`config.mk`:
```
export PLATFORM = sky130hd
export DESIGN_NAME = stack_engine
export DESIGN_NICKNAME = d
export VERILOG_FILES = /design/src/rtl/stack_engine_pkg.sv /design/src/rtl/stack_cmd_fifo.sv /design/src/rtl/stack_engine.sv
export SDC_FILE = /design/constraint.sdc
export NUM_CORES = 1
export LEC_CHECK = 0
export CAP_MARGIN = 20
export CORE_UTILIZATION = 50
export CTS_CLUSTER_DIAMETER = 30
export CTS_CLUSTER_SIZE = 40
export DETAILED_ROUTE_END_ITERATION = 6
export GPL_ROUTABILITY_DRIVEN = 0
export GPL_TIMING_DRIVEN = 1
export PLACE_DENSITY = 0.82
export RECOVER_POWER = 50
export SLEW_MARGIN = 20
export SYNTH_ARGS = -nofsm -noshare
export SYNTH_HDL_FRONTEND = slang
export SYNTH_SLANG_ARGS = --single-unit
export TNS_END_PERCENT = 10
```
`constraint.sdc`:
```
create_clock -name clk -period 3.5 [get_ports clk]
set_clock_uncertainty 0.1 [all_clocks]
set_input_delay 0.525 -clock clk [delete_from_list [all_inputs] [get_ports clk]]
set_output_delay 0.525 -clock clk [all_outputs]
set_load 0.02 [all_outputs]
```
`src/rtl/stack_engine_pkg.sv`:
```
// Shared types and constants for the stack engine and its command queue.
package stack_engine_pkg;

  localparam int ADDR_W = 12;
  localparam int DATA_W = 16;
  localparam int QDEPTH = 4;
  localparam int PTR_W  = $clog2(QDEPTH);
  localparam int CNT_W  = $clog2(QDEPTH) + 1;

  // Empty-stack pointer; the stack grows downward from here.
  localparam logic [ADDR_W-1:0] SP_INIT  = 12'hFFF;
  // Lowest address a push may write.
  localparam logic [ADDR_W-1:0] SP_LIMIT = 12'hC00;

  localparam logic [3:0] PCL_ID = 4'd8;
  localparam logic [3:0] PCH_ID = 4'd9;
  localparam logic [3:0] CCR_ID = 4'd10;

  typedef enum logic {
    ST_IDLE   = 1'b0,
    ST_ACCESS = 1'b1
  } state_t;

  // One queued stack command; push data is captured when the command is accepted.
  typedef struct packed {
    logic              push;
    logic [3:0]        reg_id;
    logic [DATA_W-1:0] data;
  } cmd_t;

  // GPRs 0-7 plus PCL, PCH and CCR are the only stackable registers.
  function automatic logic reg_id_legal(input logic [3:0] id);
    return (id <= CCR_ID);
  endfunction

endpackage

```
`src/rtl/stack_cmd_fifo.sv`:
```
// Small synchronous FIFO holding pending stack commands.
module stack_cmd_fifo
  import stack_engine_pkg::*;
(
  input  logic             clk,
  input  logic             reset,
  input  logic             i_flush,
  input  logic             i_wr_en,
  input  cmd_t             i_wr_cmd,
  input  logic             i_rd_en,
  output cmd_t             o_rd_cmd,
  output logic [CNT_W-1:0] o_count,
  output logic             o_full,
  output logic             o_empty
);

  cmd_t             r_mem [QDEPTH];
  logic [PTR_W-1:0] r_wr_ptr;
  logic [PTR_W-1:0] r_rd_ptr;
  logic [CNT_W-1:0] r_count;
  logic             w_do_wr;
  logic             w_do_rd;

  assign o_full   = (r_count == CNT_W'(QDEPTH));
  assign o_empty  = (r_count == '0);
  assign o_count  = r_count;
  assign o_rd_cmd = r_mem[r_rd_ptr];
  assign w_do_wr  = i_wr_en & ~o_full;
  assign w_do_rd  = i_rd_en & ~o_empty;

  // Pointer and occupancy bookkeeping; flush empties the queue without touching storage.
  always_ff @(posedge clk) begin
    // NOTE: sequential state uses non-blocking assignments so every flop samples pre-edge values.
    if (!reset || i_flush) begin
      r_wr_ptr <= '0;
      r_rd_ptr <= '0;
      r_count  <= '0;
    end else begin
      if (w_do_wr) r_wr_ptr <= r_wr_ptr + PTR_W'(1);
      if (w_do_rd) r_rd_ptr <= r_rd_ptr + PTR_W'(1);
      case ({w_do_wr, w_do_rd})
        2'b10:   r_count <= r_count + CNT_W'(1);
        2'b01:   r_count <= r_count - CNT_W'(1);
        default: r_count <= r_count;
      endcase
    end
  end

  // Command storage write port.
  always_ff @(posedge clk) begin
    // NOTE: storage has no reset; the pointers and count alone decide which entries are valid.
    if (w_do_wr) r_mem[r_wr_ptr] <= i_wr_cmd;
  end

endmodule

```
`src/rtl/stack_engine.sv`:
```
// Stack engine: queues push/pop commands, owns the stack pointer and
// drives one data-memory access at a time, returning popped words.
module stack_engine
  import stack_engine_pkg::*;
(
  input  logic              clk,
  input  logic              reset,
  input  logic              i_enable,
  input  logic              i_stack_op,
  input  logic              i_push_pop,
  input  logic [3:0]        i_reg_id,
  input  logic [DATA_W-1:0] i_gpr_in,
  input  logic [31:0]       i_pc_in,
  input  logic [3:0]        i_ccr_in,
  output logic [ADDR_W-1:0] o_mem_addr,
  output logic [DATA_W-1:0] o_mem_wdata,
  output logic              o_mem_we,
  output logic              o_mem_re,
  input  logic [DATA_W-1:0] i_mem_rdata,
  input  logic              i_mem_ready,
  output logic              o_pop_valid,
  output logic [3:0]        o_pop_reg_id,
  output logic [DATA_W-1:0] o_pop_data,
  output logic              o_stall,
  output logic [ADDR_W-1:0] o_sp_out,
  output logic              o_ovf_err,
  output logic              o_unf_err,
  output logic              o_cmd_err
);

  state_t            r_state;
  logic [ADDR_W-1:0] r_sp;
  logic [ADDR_W-1:0] r_mem_addr;
  logic [DATA_W-1:0] r_mem_wdata;
  logic              r_mem_we;
  logic              r_mem_re;
  logic [3:0]        r_cur_reg;
  logic              r_pop_valid;
  logic [3:0]        r_pop_reg_id;
  logic [DATA_W-1:0] r_pop_data;
  logic              r_ovf_err;
  logic              r_unf_err;
  logic              r_cmd_err;

  logic [DATA_W-1:0] w_push_data;
  cmd_t              w_wr_cmd;
  cmd_t              w_head;
  logic [CNT_W-1:0]  w_count;
  logic              w_full;
  logic              w_empty;
  logic              w_legal;
  logic              w_enq;
  logic              w_bad_cmd;
  logic              w_deq;
  logic              w_ovf_hit;
  logic              w_unf_hit;

  // Snapshot of the register being pushed, chosen by reg_id.
  always_comb begin
    // NOTE: default assignment first so every path drives the output and no latch is inferred.
    w_push_data = i_gpr_in;
    case (i_reg_id)
      PCL_ID:  w_push_data = i_pc_in[15:0];
      PCH_ID:  w_push_data = i_pc_in[31:16];
      CCR_ID:  w_push_data = {{(DATA_W-4){1'b0}}, i_ccr_in};
      default: ;
    endcase
  end

  assign w_wr_cmd  = '{push: i_push_pop, reg_id: i_reg_id, data: w_push_data};
  assign w_legal   = reg_id_legal(i_reg_id);
  assign w_enq     = i_enable & i_stack_op & w_legal & ~w_full;
  assign w_bad_cmd = i_enable & i_stack_op & (~w_legal | w_full);
  assign w_deq     = i_enable & (r_state == ST_IDLE) & ~w_empty;

  // Guards evaluated on the queue head at the moment it is dequeued.
  assign w_ovf_hit = w_head.push & (r_sp < SP_LIMIT);
  assign w_unf_hit = ~w_head.push & (r_sp == SP_INIT);

  stack_cmd_fifo u_fifo (
    .clk      (clk),
    .reset    (reset),
    .i_flush  (~i_enable),
    .i_wr_en  (w_enq),
    .i_wr_cmd (w_wr_cmd),
    .i_rd_en  (w_deq),
    .o_rd_cmd (w_head),
    .o_count  (w_count),
    .o_full   (w_full),
    .o_empty  (w_empty)
  );

  // Access FSM: dequeue and check in IDLE, hold the request in ACCESS until mem_ready.
  always_ff @(posedge clk) begin
    if (!reset) begin
      r_state      <= ST_IDLE;
      r_sp         <= SP_INIT;
      r_mem_addr   <= '0;
      r_mem_wdata  <= '0;
      r_mem_we     <= 1'b0;
      r_mem_re     <= 1'b0;
      r_cur_reg    <= '0;
      r_pop_valid  <= 1'b0;
      r_pop_reg_id <= '0;
      r_pop_data   <= '0;
      r_ovf_err    <= 1'b0;
      r_unf_err    <= 1'b0;
    end else begin
      r_pop_valid <= 1'b0;
      if (!i_enable) begin
        // Abandon any access in flight; SP and sticky errors are left alone.
        r_state  <= ST_IDLE;
        r_mem_we <= 1'b0;
        r_mem_re <= 1'b0;
      end else begin
        case (r_state)
          ST_IDLE: begin
            if (!w_empty) begin
              if (w_ovf_hit) begin
                r_ovf_err <= 1'b1;
              end else if (w_unf_hit) begin
                r_unf_err <= 1'b1;
              end else begin
                r_state     <= ST_ACCESS;
                r_cur_reg   <= w_head.reg_id;
                r_mem_addr  <= w_head.push ? r_sp : (r_sp + ADDR_W'(1));
                r_mem_wdata <= w_head.push ? w_head.data : '0;
                r_mem_we    <= w_head.push;
                r_mem_re    <= ~w_head.push;
              end
            end
          end
          ST_ACCESS: begin
            if (i_mem_ready) begin
              r_state  <= ST_IDLE;
              r_mem_we <= 1'b0;
              r_mem_re <= 1'b0;
              if (r_mem_we) begin
                r_sp <= r_sp - ADDR_W'(1);
              end else begin
                r_sp         <= r_sp + ADDR_W'(1);
                r_pop_valid  <= 1'b1;
                r_pop_data   <= i_mem_rdata;
                r_pop_reg_id <= r_cur_reg;
              end
            end
          end
          default: r_state <= ST_IDLE;
        endcase
      end
    end
  end

  // One-cycle pulse flagging a dropped command (illegal reg_id or full queue).
  always_ff @(posedge clk) begin
    if (!reset) r_cmd_err <= 1'b0;
    else        r_cmd_err <= w_bad_cmd;
  end

  assign o_mem_addr   = r_mem_addr;
  assign o_mem_wdata  = r_mem_wdata;
  assign o_mem_we     = r_mem_we;
  assign o_mem_re     = r_mem_re;
  assign o_pop_valid  = r_pop_valid;
  assign o_pop_reg_id = r_pop_reg_id;
  assign o_pop_data   = r_pop_data;
  assign o_sp_out     = r_sp;
  assign o_ovf_err    = r_ovf_err;
  assign o_unf_err    = r_unf_err;
  assign o_cmd_err    = r_cmd_err;
  // Upstream is told to hold once only one free slot remains.
  assign o_stall      = (w_count >= CNT_W'(QDEPTH - 1));

endmodule

```
======== After elaboration in Yosys (flattened, before gate mapping) ========
Memories as Yosys holds them, arrays and structs flattened. A register that Yosys moved wholly into a read port is not among the register bits.
Cells that the tools add are included.
operators by class
  $add $sub $neg .......................... 6
  magnitude comparators ................... 3
  equality and inequality tests ........... 11
  multiplexer cells ....................... 24
  bitwise logic cells ..................... 20
  reductions and logical operators ........ 12
operators by type and width
  kind                                                                                  number
  16-bit one-hot mux with 3 select lines                                                1
  12-bit two-way mux                                                                    2
  16-bit two-way mux                                                                    1
  4-bit AND reduction                                                                   4
  1-bit two-way mux                                                                     14
  12-bit by 1-bit adder with 12-bit output (second input constant)                      1
  12-bit equality test (second input constant)                                          1
  4-bit equality test (second input constant)                                           3
  12-bit less-than comparator (second input constant)                                   1
  12-bit by 1-bit subtractor with 12-bit output (second input constant)                 1
  1-bit AND                                                                             10
  5-bit AND reduction                                                                   2
  1-bit NOT                                                                             9
  2-bit inequality test (second input constant)                                         4
  1-bit one-hot mux with 2 select lines                                                 3
  3-bit one-hot mux with 2 select lines                                                 1
  2-bit by 1-bit adder with 2-bit output (second input constant)                        2
  4-bit <= comparator (second input constant)                                           1
  2-bit two-way mux                                                                     2
  3-bit by 1-bit adder with 3-bit output (second input constant)                        1
  3-bit equality test (second input constant)                                           1
  3-bit by 2-bit greater-or-equal comparator with 1-bit output (second input constant)  1
  3-bit logical NOT                                                                     1
  3-bit AND reduction                                                                   1
  other kinds (8)                                                                       8
storage, ports and cells
  register bits after elaboration ......... 78
  memory bits (writable) .................. 84
  output and inout port bits .............. 67
  logic and storage cells ................. 93
  memories ................................ 1
memories
  name          words  bits a word  read ports  clocked after Yosys merged registers in  write ports  line                  RTL
  u_fifo.r_mem  4      21           1           1                                        1            stack_cmd_fifo.sv:17  cmd_t r_mem [QDEPTH];

======== Depth between registers and ports, before layout ========
  depth after elaboration ................. 6
  depth in mapped cells ................... 12
  depth with buffers taken out ............ 10

======== Modules after synthesis ========
From an unflattened synthesis, not the netlist that was laid out.
second synthesis, totals
  cells, all modules ...................... 641
  area, all modules ....................... 7273.2 µm²
by module, submodules not included
  module          instances  cells an instance  area each (µm²)
  stack_engine    1          477                3769.9
  stack_cmd_fifo  1          164                3503.4

======== Worst setup path after synthesis ========
OpenSTA, ideal clock, no wires.
  path type ............................... in2reg
  start ................................... input i_reg_id[0]
  end ..................................... register u_fifo.r_count[2], in the netlist u_fifo.o_count[2]
  library setup time ...................... 0.070 ns
  data arrival time ....................... 2.502 ns
  data required time ...................... 3.330 ns
  setup slack ............................. 0.828 ns
  stages .................................. 12
  cell sequence ........................... clkbuf_1 -> a21o_1 -> a32oi_1 -> and3_1 -> clkbuf_1 -> inv_1 -> ha_1 -> inv_1 -> fa_1 -> xor2_1 -> or3_1 -> a21oi_1
between the ends
  cells in the longest elaborated chain, start to end .. 6
  elaborated cells between the ends (all ways) .. 8
  classes of those cells .................. order compare: 1; eq/ne: 2; mux: 1; bitwise: 3; reduce/logical: 1
RTL lines
  what                                                                                   line                    RTL
  start, declared                                                                        stack_engine.sv:11      input logic [3:0] i_reg_id,
  4-bit <= comparator (*)                                                                stack_engine_pkg.sv:33  return (id <= CCR_ID);
  1-bit AND (*) (2 in a row)                                                             stack_engine.sv:72      assign w_enq = i_enable & i_stack_op & w_legal & ~w_full;
  1-bit AND (*)                                                                          stack_cmd_fifo.sv:28    assign w_do_wr = i_wr_en & ~o_full;
  2-bit by 1-bit equality test with 1-bit output or 2-bit equality test (tied branches)  stack_cmd_fifo.sv:41    case ({w_do_wr, w_do_rd})
  3-bit one-hot mux with 2 select lines or 2-bit nonzero test (tied branches)            -
  end signal, assigned                                                                   stack_cmd_fifo.sv:42    2'b10: r_count <= r_count + CNT_W'(1);
  end signal, assigned                                                                   stack_cmd_fifo.sv:43    2'b01: r_count <= r_count - CNT_W'(1);
  end signal, assigned                                                                   stack_cmd_fifo.sv:44    default: r_count <= r_count;
  end, declared                                                                          stack_cmd_fifo.sv:20    logic [CNT_W-1:0] r_count;
Every way passes the cells marked *; elsewhere a longest branch is shown, timed or not.
A chain may end at the register's enable or synchronous reset.

======== Worst setup path in the final report ========
  start ................................... input i_reg_id[2]
  end ..................................... memory u_fifo.r_mem[0][16] (netlist name), enable pin
between the ends
  cells in the longest elaborated chain, start to end .. 6
RTL lines
  what                                     line                    RTL
  4-bit <= comparator                      stack_engine_pkg.sv:33
  1-bit AND (2 in a row)                   stack_engine.sv:72
  1-bit AND                                stack_cmd_fifo.sv:28
  1-bit two-way mux                        stack_cmd_fifo.sv:52    if (w_do_wr) r_mem[r_wr_ptr] <= i_wr_cmd;
  1-bit two-way mux (not written as such)  stack_cmd_fifo.sv:52
  end, declared                            stack_cmd_fifo.sv:17
No other way between the ends.

==> impl_metrics.env <==
export IMPL_synth_seq_area_share_pct=58.4
export IMPL_start_kind="primary input"
export IMPL_h_tree_depth=4
export IMPL_violations="max-capacitance violations, max-slew violations"
export IMPL_cts_buffers=17
export IMPL_cp_max_fo=21
export IMPL_slew_headroom_pct=-7.66
export IMPL_drt_initial_drc_count=328
export IMPL_clock_sinks=164
export IMPL_synth_warning_count=0
export IMPL_dieArea_mm2=0.0146
export IMPL_tns_ns=0
export IMPL_syn_area_mm2=0.00707
export IMPL_worst_setup_path_end_kind="flip-flop"
export IMPL_clkLatencyLatePin_ns=0.43
export IMPL_fin_crit_sh_pct=90.1
export IMPL_critPathMaxStageDelay_ns=0.97
export IMPL_synth_seq_cells=164
export IMPL_fin_nets=829
export IMPL_core_mm2=0.0138
export IMPL_layout_commonest_cell="nand2_1"
export IMPL_max_freq_mhz=317
export IMPL_hp_class="flip-flop to flip-flop"
export IMPL_hold_viol_final=0
export IMPL_grt_max_degree=43
export IMPL_first_pass_iters=5
export IMPL_grt_use_total_pct=23.2
export IMPL_cts_tree="yes"
export IMPL_rsz0062_at_grt="false"
export IMPL_cts_resized=0
export IMPL_tightestPinTransition_ns=1.61
export IMPL_synth_cells=607
export IMPL_vias=5283
export IMPL_status="complete, but fails checks"
export IMPL_synth_avg_cell_area_um2=11.6
export IMPL_root_buffer="clkbuf_16"
export IMPL_maxSlewViolCount=30
export IMPL_grt_pass1_wl_um=25600
export IMPL_routed_wl_um=16400
export IMPL_clk_pin_slew_ns=0.07
export IMPL_period_needed_ns=3.15
export IMPL_diodes=0
export IMPL_ios=145
export IMPL_cts_setup_buffers=0
export IMPL_die_h_um=121
export IMPL_ys_types=50
export IMPL_maxCapViolCount=1
export IMPL_ys_async_sr_fraction_pct=0
export IMPL_ant_nets=0
export IMPL_ir_drop_v=0.000347
export IMPL_die_x_um=121
export IMPL_overflow=0
export IMPL_regMostFlops="u_fifo.r_mem"
export IMPL_start_util_pct=51.1
export IMPL_power_density_mw_per_mm2=453
export IMPL_syn_nets=693
export IMPL_post_dp_hpwl_um=10800
export IMPL_synth_edff_count=84
export IMPL_clock_path_buffers=2
export IMPL_path_cells="dlygate4sd3_1 -> a21o_1 -> a32oi_1 -> and3_1 -> and2_1 -> clkbuf_1"
export IMPL_required_ns=3.43
export IMPL_crit_slowest_cell="clkbuf_1"
export IMPL_viasPerCell=5.64
export IMPL_final_cell_mix="nand2_1, edfxtp_1, dfxtp_1"
export IMPL_numPortBuffers=144
export IMPL_synth_top_flop_cell="edfxtp_1"
export IMPL_largest_reg_flops=84
export IMPL_grt_antenna_before_repair=0
export IMPL_hold_buffers=0
export IMPL_rows=43
export IMPL_wl_per_cell_um=17.5
export IMPL_setup_worst_path_class="primary input to flip-flop"
export IMPL_worstPathArrival_ns=3.09
export IMPL_grt_pass1_vias=5152
export IMPL_finalSetupViolations=0
export IMPL_syn_to_final_growth_pct=30.4
export IMPL_p_leak_nw=3.34
export IMPL_drc=0
export IMPL_layout_drive_gt1_share_pct=8.73
export IMPL_holdWs_ns=0.356
==> per-stage QoR <==
| step | total power [W] | std cells | setup WS, ns | util, % | cell area [um^2] |
|---|---|---|---|---|---|
| floorplan | 0.00224 | 607 | 0.828 | - | 7070 |
| global placement | 0.00237 | 904 | 0.500 | 62.7 | 8670 |
| detailed placement | 0.00238 | 904 | 0.390 | 62.7 | 8670 |
| CTS | 0.00421 | 936 | 0.599 | 66.9 | 9250 |
| global route | 0.00431 | 936 | 0.223 | 66.7 | 9220 |
| finish | 0.00418 | 936 | 0.347 | 66.7 | 9220 |
==> routing by layer <==
layer | GRT usage [%] | vias up | part of all wire [%]
li1 | - | 2456 | -
met1 | 28.9 | 2552 | 42
met2 | 38.0 | 241 | 49
met3 | 5.26 | 34 | 6.6
met4 | 11.7 | 0 | 2.2
met5 | 0 | - | 0
==> worst max-delay path, delay by kind of cell <==
family	cells	cell delay (ns)
AOI/OAI and AO/OA	2	0.44
buffers and inverters	2	1.60
and+or+nand+nor	2	0.51
==> power breakdown <==
part	leakage, nW	switching, W	internal [W]
logic	1.64	0.000133	0.000148
registers	1.41	0.0000109	0.00205
clock network	0.288	0.000826	0.00101
==> path summary, 6_finish.rpt <==
check	cells after the start	slack, ns	startpoint	end
setup / recovery	6	0.35	i_reg_id[2]	u_fifo.r_mem[0][16]$_DFFE_PP_
hold / removal	2	0.36	r_cur_reg[3]$_SDFFE_PN0P_	r_cur_reg[3]$_SDFFE_PN0P_
hold reg to reg	2	0.36	r_cur_reg[3]$_SDFFE_PN0P_	r_cur_reg[3]$_SDFFE_PN0P_
setup reg to reg	5	0.61	u_fifo.r_mem[3][20]$_DFFE_PP_	o_mem_addr[3]$_SDFFE_PN0P_
==> cells by family after synthesis <==
logic type | count (synthesis) | share of synthesized area, %
adders and majority gates | 8 | 1.52
and+or+nand+nor | 200 | 14.3
buffers and inverters | 53 | 2.96
xor gates and xnor gates | 25 | 3.10
muxes | 42 | 9.76
AOI/OAI and AO/OA | 115 | 9.99
DFF | 164 | 58.4
==> cell usage after synthesis (all sizes together) (6+ instances only) <==
library cell	number	share of area [%]
a21oi	42	3.1
mux4	21	6.7
o21ai	26	1.8
buf	10	0.67
dfxtp	80	23
nand3	14	0.99
and2	6	0.53
inv	13	0.69
nor2b	23	2.0
xor2	7	0.87
nor3b	18	2.0
nor2	16	0.85
a21boi	25	2.7
nand2b	6	0.53
clkbuf	30	1.6
xnor2	18	2.2
nand2	88	4.7
ha	7	1.2
edfxtp	84	36
mux2i	16	2.3
==> layout make-up <==
type,count,area [um^2]
multi-input cells,390,2730
clock inverters,15,160
inverters,13,48.8
well taps,180,225
repair buffers,157,1500
flip-flops and latches,164,4120
clock buffers,17,425
fillers,981,4610
Note: power is estimated with default switching activity, not from simulation.
